--- src/rtl/cpu_pkg.sv ---
// Shared MIPS front-end types and constants: opcodes, BHT counter type, default vectors.
package cpu_pkg;

   localparam logic [5:0]  OP_BEQ = 6'h04;
   localparam logic [5:0]  OP_BNE = 6'h05;

   typedef logic [1:0] bht_ctr_t;
   localparam bht_ctr_t    CTR_WEAK_NT = 2'b01;

   localparam logic [31:0] DEF_RESET_VECTOR = 32'h0000_0000;
   localparam logic [31:0] DEF_EXC_VECTOR   = 32'h8000_0180;

endpackage

--- src/rtl/branch_history_table.sv ---
// Table of 2-bit saturating branch counters: combinational read, clocked write.
module branch_history_table
   import cpu_pkg::*;
#(
   parameter int ENTRIES = 16,
   localparam int IW = $clog2(ENTRIES)
) (
   input  logic          clk,
   input  logic          reset,
   input  logic [IW-1:0] rd_idx_i,
   output bht_ctr_t      rd_ctr_o,
   input  logic          wr_en_i,
   input  logic [IW-1:0] wr_idx_i,
   input  logic          wr_taken_i
);

   bht_ctr_t ctr_q [ENTRIES];
   bht_ctr_t wr_cur, wr_nxt;

   // Read returns the stored value, so a same-index write this cycle is not visible yet.
   assign rd_ctr_o = ctr_q[rd_idx_i];
   assign wr_cur   = ctr_q[wr_idx_i];

   always_comb begin
      wr_nxt = wr_cur;
      if (wr_taken_i && wr_cur != 2'b11)
         wr_nxt = wr_cur + 2'b01;
      else if (!wr_taken_i && wr_cur != 2'b00)
         wr_nxt = wr_cur - 2'b01;
   end

   always_ff @(posedge clk or posedge reset) begin
      if (reset) begin
         for (int i = 0; i < ENTRIES; i++) ctr_q[i] <= CTR_WEAK_NT;
      end else if (wr_en_i) begin
         ctr_q[wr_idx_i] <= wr_nxt;
      end
   end

endmodule

--- src/rtl/fetch_stage.sv ---
// Instruction fetch: PC, next-PC selection and IF/ID register.
// Define BHT_PREDICT_EN to add the branch history table predicting beq/bne in IF.
module fetch_stage
   import cpu_pkg::*;
#(
   parameter int              XLEN         = 32,
   parameter logic [XLEN-1:0] RESET_VECTOR = XLEN'(DEF_RESET_VECTOR),
   parameter logic [XLEN-1:0] EXC_VECTOR   = XLEN'(DEF_EXC_VECTOR),
   parameter int              BHT_ENTRIES  = 16
) (
   input  logic            clk,
   input  logic            reset,
   output logic [XLEN-1:0] imem_addr,
   input  logic [31:0]     imem_rdata,
   input  logic            stall,
   input  logic            flush,
   input  logic            redirect_valid,
   input  logic [XLEN-1:0] redirect_target,
   input  logic            exc_valid,
   input  logic            bht_upd_valid,
   input  logic [XLEN-1:0] bht_upd_pc,
   input  logic            bht_upd_taken,
   output logic            ifid_valid,
   output logic [31:0]     ifid_instr,
   output logic [XLEN-1:0] ifid_pc,
   output logic [XLEN-1:0] ifid_pc_plus_4,
   output logic            ifid_pred_taken
);

   logic [XLEN-1:0]  pc_q, pc_d, pc_plus_4, br_off;
   logic [XLEN+17:0] br_off_wide;
   logic             pred_taken, kill;

   assign imem_addr   = pc_q;
   assign pc_plus_4   = pc_q + XLEN'(4);
   // Sign-extend {imm16,2'b00} past XLEN first, then truncate, so small XLEN still works.
   assign br_off_wide = {{XLEN{imem_rdata[15]}}, imem_rdata[15:0], 2'b00};
   assign br_off      = br_off_wide[XLEN-1:0];

`ifdef BHT_PREDICT_EN
   localparam int IDXW = $clog2(BHT_ENTRIES);
   bht_ctr_t rd_ctr;
   logic     is_branch;
   logic     unused_upd_pc;

   assign is_branch     = (imem_rdata[31:26] == OP_BEQ) || (imem_rdata[31:26] == OP_BNE);
   assign pred_taken    = is_branch && rd_ctr[1];
   assign unused_upd_pc = ^bht_upd_pc;

   branch_history_table #(.ENTRIES(BHT_ENTRIES)) u_bht (
      .clk        (clk),
      .reset      (reset),
      .rd_idx_i   (pc_q[IDXW+1:2]),
      .rd_ctr_o   (rd_ctr),
      .wr_en_i    (bht_upd_valid),
      .wr_idx_i   (bht_upd_pc[IDXW+1:2]),
      .wr_taken_i (bht_upd_taken)
   );
`else
   logic unused_bht;
   assign pred_taken = 1'b0;
   assign unused_bht = ^{bht_upd_valid, bht_upd_pc, bht_upd_taken};
`endif

   always_comb begin
      pc_d = pc_plus_4;
      if (exc_valid)           pc_d = EXC_VECTOR;
      else if (redirect_valid) pc_d = {redirect_target[XLEN-1:2], 2'b00};
      else if (stall)          pc_d = pc_q;
      else if (pred_taken)     pc_d = pc_plus_4 + br_off;
   end

   assign kill = exc_valid || redirect_valid || flush;

   always_ff @(posedge clk or posedge reset) begin
      if (reset) begin
         pc_q            <= RESET_VECTOR;
         ifid_valid      <= 1'b0;
         ifid_instr      <= '0;
         ifid_pc         <= '0;
         ifid_pc_plus_4  <= '0;
         ifid_pred_taken <= 1'b0;
      end else begin
         pc_q <= pc_d;
         if (kill) begin
            ifid_valid <= 1'b0;
         end else if (!stall) begin
            ifid_valid      <= 1'b1;
            ifid_instr      <= imem_rdata;
            ifid_pc         <= pc_q;
            ifid_pc_plus_4  <= pc_plus_4;
            ifid_pred_taken <= pred_taken;
         end
      end
   end

endmodule
--- config.mk ---
export PLATFORM = sky130hd
export DESIGN_NAME = fetch_stage
export DESIGN_NICKNAME = d
export VERILOG_FILES = /design/src/rtl/cpu_pkg.sv /design/src/rtl/branch_history_table.sv /design/src/rtl/fetch_stage.sv
export SDC_FILE = /design/constraint.sdc
export NUM_CORES = 1
export LEC_CHECK = 0
export CAP_MARGIN = 20
export CORE_ASPECT_RATIO = 1.5
export CORE_MARGIN = 1.5
export CORE_UTILIZATION = 47
export DETAILED_ROUTE_END_ITERATION = 7
export GPL_ROUTABILITY_DRIVEN = 0
export PLACE_DENSITY = 0.86
export SYNTH_ARGS = -nofsm -noshare
export SYNTH_HDL_FRONTEND = slang
export SYNTH_SLANG_ARGS = --single-unit
export TNS_END_PERCENT = 50
--- constraint.sdc ---
create_clock -name clk -period 7.1 [get_ports clk]
set_input_delay 0.71 -clock clk [delete_from_list [all_inputs] [get_ports clk]]
set_output_delay 0.71 -clock clk [all_outputs]
set_load 0.02 [all_outputs]
Yosys cells after proc, flatten, opt, wreduce, memory -nomap -nowiden --
Cells that the tools add are included.
Word-level totals: word-level logic and storage cells 18, input bits 104, output and inout port bits 130, register bits 129
Operators by class: bitwise gates (word level) 2, equality and inequality tests 2, reductions and logical operators 3, add/sub/neg operators 1, multiplexer cells 5
Operators by type and width (count):
- two-way mux 32 bit | 3
- adder 32 x 3 -> 32 bit, second input constant | 1
- inequality test 3 x 1 -> 1 bit, second input constant | 1
- logical OR 1 bit | 2
- two-way mux 1 bit | 2
- inequality test 2 x 1 -> 1 bit, second input constant | 1
- inverter 1 bit | 2
- AND reduction 2 bit | 1

Logic depth before layout (Yosys ltp) --
depth in word-level cells 4, depth in mapped cells 7, gate-level depth less buffers 6

Worst setup path before layout --
OpenSTA, ideal clock, no wires.
path type input -> register, from input stall, to register pc_q[15], in the netlist imem_addr[15], path buffers 2, data required time 6.981 ns, setup time 0.119 ns, arrival 1.995 ns, path slack 4.987 ns, cell stages on the path 6, cell sequence clkbuf_1 -> or3_1 -> buf_2 -> or3_1 -> xnor2_1 -> o21a_1
On the way: cells in the longest elaborated chain, start to end 1
RTL lines:
- start: declaration | line fetch_stage.sv:15 | input logic stall,
- inequality test 3 x 1 -> 1 bit (no line)
- end signal: assignment | line fetch_stage.sv:84 | pc_q <= pc_d;
- end: declaration | line fetch_stage.sv:30 | logic [XLEN-1:0] pc_q, pc_d, pc_plus_4, br_off;
No other way between the ends. A chain may end at the register's enable or synchronous reset.

Worst setup path in the final report --
from input redirect_valid, to register ifid_pc_plus_4[26]
On the way: cells in the longest elaborated chain, start to end 4
RTL lines:
- start: declaration | line fetch_stage.sv:17 | input logic redirect_valid,
- logical OR 1 bit (2 in series) | line fetch_stage.sv:73 | assign kill = exc_valid || redirect_valid || flush;
- inverter 1 bit (no line)
- AND reduction 2 bit (no line)
- end signal: assignment | line fetch_stage.sv:91 | ifid_pc_plus_4 <= pc_plus_4;
- end: declaration | line fetch_stage.sv:26 | output logic [XLEN-1:0] ifid_pc_plus_4,
No other way between the ends.

==> run_results.csv <==
group,metric,value,unit
synthesis,async_flop_share,100,%
sta,finalCritPeriodShare,39.8,%
power_and_ir_drop,p_clk_share,39.8,%
hold_path,hp-start,"ifid_instr[3]",
hold_path,hold_end,"ifid_instr[3]",
power_and_ir_drop,switching_share,28.1,%
synthesis,synth_edf_count,0,
place,dp_worst_setup_slack,3.88,ns
sta,fin_ws,4.27,ns
worst_setup_path,cp_slowest_stage_delay,0.83,ns
synthesis,netlist_instances,662,
worst_setup_path,critical_path_class,"input port to register",
final_layout,area_delta_synth_final,43.9,%
synthesis,ys_ff_latch,123,
status,status,"complete, no violations",
drt,drtIter0Drc,282,
synthesis,synth_area_per_cell,8.81,µm²
die,row_count,49,
sta,hold_viol_final,0,
power_and_ir_drop,leakage,3.83,nW
power_and_ir_drop,seqPwrFrac,37.8,%
drt,ant_nets,0,
final_layout,design_area,8390,µm²
global_route,grt_overflow,0,
worst_setup_path,crit_fanout,65,
final_layout,nNetsFinal,937,
die,dieArea,13100,µm²
sta,worst_pin_slew,1.12,ns
worst_setup_path,end_kind,"register",
worst_setup_path,cp_data_arrival_time,3.08,ns
hold_path,min_path_cells,2,
synthesis,synth_top_area_cell,"dfrtp_1",
global_route,grt_pass1_wl,25500,µm
global_route,grt_use_total,25.1,%
global_route,grt_pass1_vias,5181,
drt,routed_wl,15600,µm
sta,fin_skew,0.0115,ns
sta,setup_viol,0,
cts,cts_sinks,123,
run,cap_violations,0,
synthesis,synthFlopType,"dfrtp_1",
cts,cts_buffers,17,
worst_setup_path,path_depth,4,
drt,route.detailed.drc,0,
synthesis,yosysTopAreaCellShare,52.8,%
power_and_ir_drop,p_switching,0.644,mW
die,coreArea,12100,µm²
synthesis,synth_area_leaders,"dfrtp_1 (53%), nand2_1 (14%), xnor2_1 (4.5%)",
die,fp.dieW,94.0,µm
drt,viasPerCell,5.15,
place,place_area,7760,µm²
cts,clock-root-buffer,"clkbuf_16",
power_and_ir_drop,power.internal,1.65,mW
sta,period_minus_slack,2.83,ns
sta,tns,0,ns
worst_setup_path,timing.rr.end,"imem_addr[22]",
worst_setup_path,cp-start-kind,"input port",
cts,path_clk_slew,0.05,ns
hold_path,hold_class,"register to register",
cts,htree_levels,4,
power_and_ir_drop,power_density,274,nW/µm²
global_route,antenna_found_initial,0,
power_and_ir_drop,peakVddDrop,173,µV
worst_setup_path,crit-reg2reg-launch,"imem_addr[2]",
power_and_ir_drop,pwr-share-comb,22.4,%
drt,via_count,5143,
sta,rsz0062_at_grt,"false",
worst_setup_path,path_cells,"buf_2 -> or4_4 -> buf_4 -> o21ai_0",
cts,postCtsSetupBuffers,0,
final_layout,drive_above_1_share,5.80,%
die,die_h,139,µm
worst_setup_path,rrSetupSlack,4.61,ns
worst_setup_path,path_delay_family,"buffers and inverters",
sta,drv_slew,0,
die,start_util,48.3,%
cts,cts_tree,"yes",
drt,wl_per_cell,15.6,µm
cts,cts_resized,0,
synthesis,synth_area,5830,µm²
cts,cts_hold_buf,0,
worst_setup_path,reg2reg_depth,6,
worst_setup_path,crit_buf_inv,2,
global_route,grt_max_degree,76,
sta,fmax,354,MHz
final_layout,antenna_cells,0,
drt,firstDrtPassIters,4,
cts,clock_latency,0.41,ns
place,port_buffers,190,
worst_setup_path,crit_path_top_delay_cell,"buf_2",
cts,clock_path_buffers,2,
synthesis,synth_most_common_cell,"nand2_1",
place,dpl.hpwl,10600,µm
die,io_pins,234,
sta,maxSlewHeadroom,25.4,%
worst_setup_path,crit_required,7.36,ns
synthesis,yosysSeqAreaShare,52.8,%
synthesis,yosys_warnings,0,
synthesis,synth_common_cells,"nand2_1 (224), dfrtp_1 (123), clkbuf_1 (30), o21ai_0 (30), xnor2_1 (30)",
synthesis,synth_cell_type_count,43,
==> worst reg2reg max path, stage by stage, from the launching register on <==
cell and delay [ns]:
dfrtp_1 0.49, ha_1 0.27, nand3_1 0.39, or3_1 0.61, nor4_1 0.31, xor2_1 0.12
o21a_1 0.18
==> routing by layer <==
layer	wire length, µm	GRT usage (%)	vias to the layer above
met3	1000	6.61	34
met4	458	11.3	0
met5	0	0	-
met2	8160	44.2	182
li1	-	-	2473
met1	5940	27.8	2454
==> registers in the layout (all words and copies together) (netlist names) <==
signal          count
ifid_valid          1
ifid_pc            30
ifid_instr         32
ifid_pc_plus_4     30
imem_addr          30
==> cells by family (layout without fill, tap and decap cells) <==
kind of cell	Yosys count	in the layout	synth area share [%]
compound gates	83	83	8.17
xor+xnor	52	52	7.81
fa+ha+maj	1	1	0.214
buf+inv	75	252	5.64
flops	123	123	52.8
mux	6	6	1.03
other cells	1	7	0.0643
simple gates	321	321	24.3
==> final cells by class <==
cell class / count / area, µm²
clock buffer: 21 / 460
clock inverter: 11 / 168
fill: 937 / 3680
inverter: 23 / 88.8
multi-input combinational: 470 / 2460
sequential: 123 / 3080
tap: 153 / 191
timing repair buffer: 197 / 1950
==> how the worst max path moves through the flow <==
stage / from / end
finish: redirect_valid / ifid_pc_plus_4[26]
global route: redirect_valid / ifid_pc_plus_4[23]
CTS: redirect_valid / ifid_pc_plus_4[26]
detailed placement: redirect_valid / ifid_pc_plus_4[25]
global placement: redirect_valid / ifid_pc_plus_4[25]
floorplan: reset / ifid_instr[0]
==> per-stage QoR <==
stage	std cells	total power, mW	hold slack, ns	utilization, %
final	998	2.30	0.471	69.5
after global routing	998	2.40	0.486	69.5
after CTS	997	2.32	0.475	69.4
after detailed placement	965	1.40	0.461	64.2
after global placement	965	1.38	0.456	64.2
after floorplan	668	1.12	0.589	-
==> power by group through the flow <==
stage	Clock, mW	Sequential (mW)	Combinational (mW)
floorplan	0	0.988	0.135
global placement	0	0.875	0.509
detailed placement	0	0.880	0.517
CTS	0.929	0.869	0.520
global route	0.959	0.882	0.554
finish	0.914	0.869	0.514
==> cells in the final DEF (no fill, tap or decap), types with 5 or more instances in the layout <==
cell type and count:
nand2_1 224, nand3_1 15, dfrtp_1 123, xor2_1 22
clkbuf_16 17, nor2_1 24, o21ai_1 5, clkdlybuf4s50_1 189
nor3_1 15, conb_1 7, mux2i_1 6, nand4_1 8
or3_1 5, o21a_1 18, o21ai_0 30, xnor2_1 30
a21oi_1 25, inv_1 22, buf_4 6, and4_1 5
No activity file was read; power rests on OpenSTA's default activity.
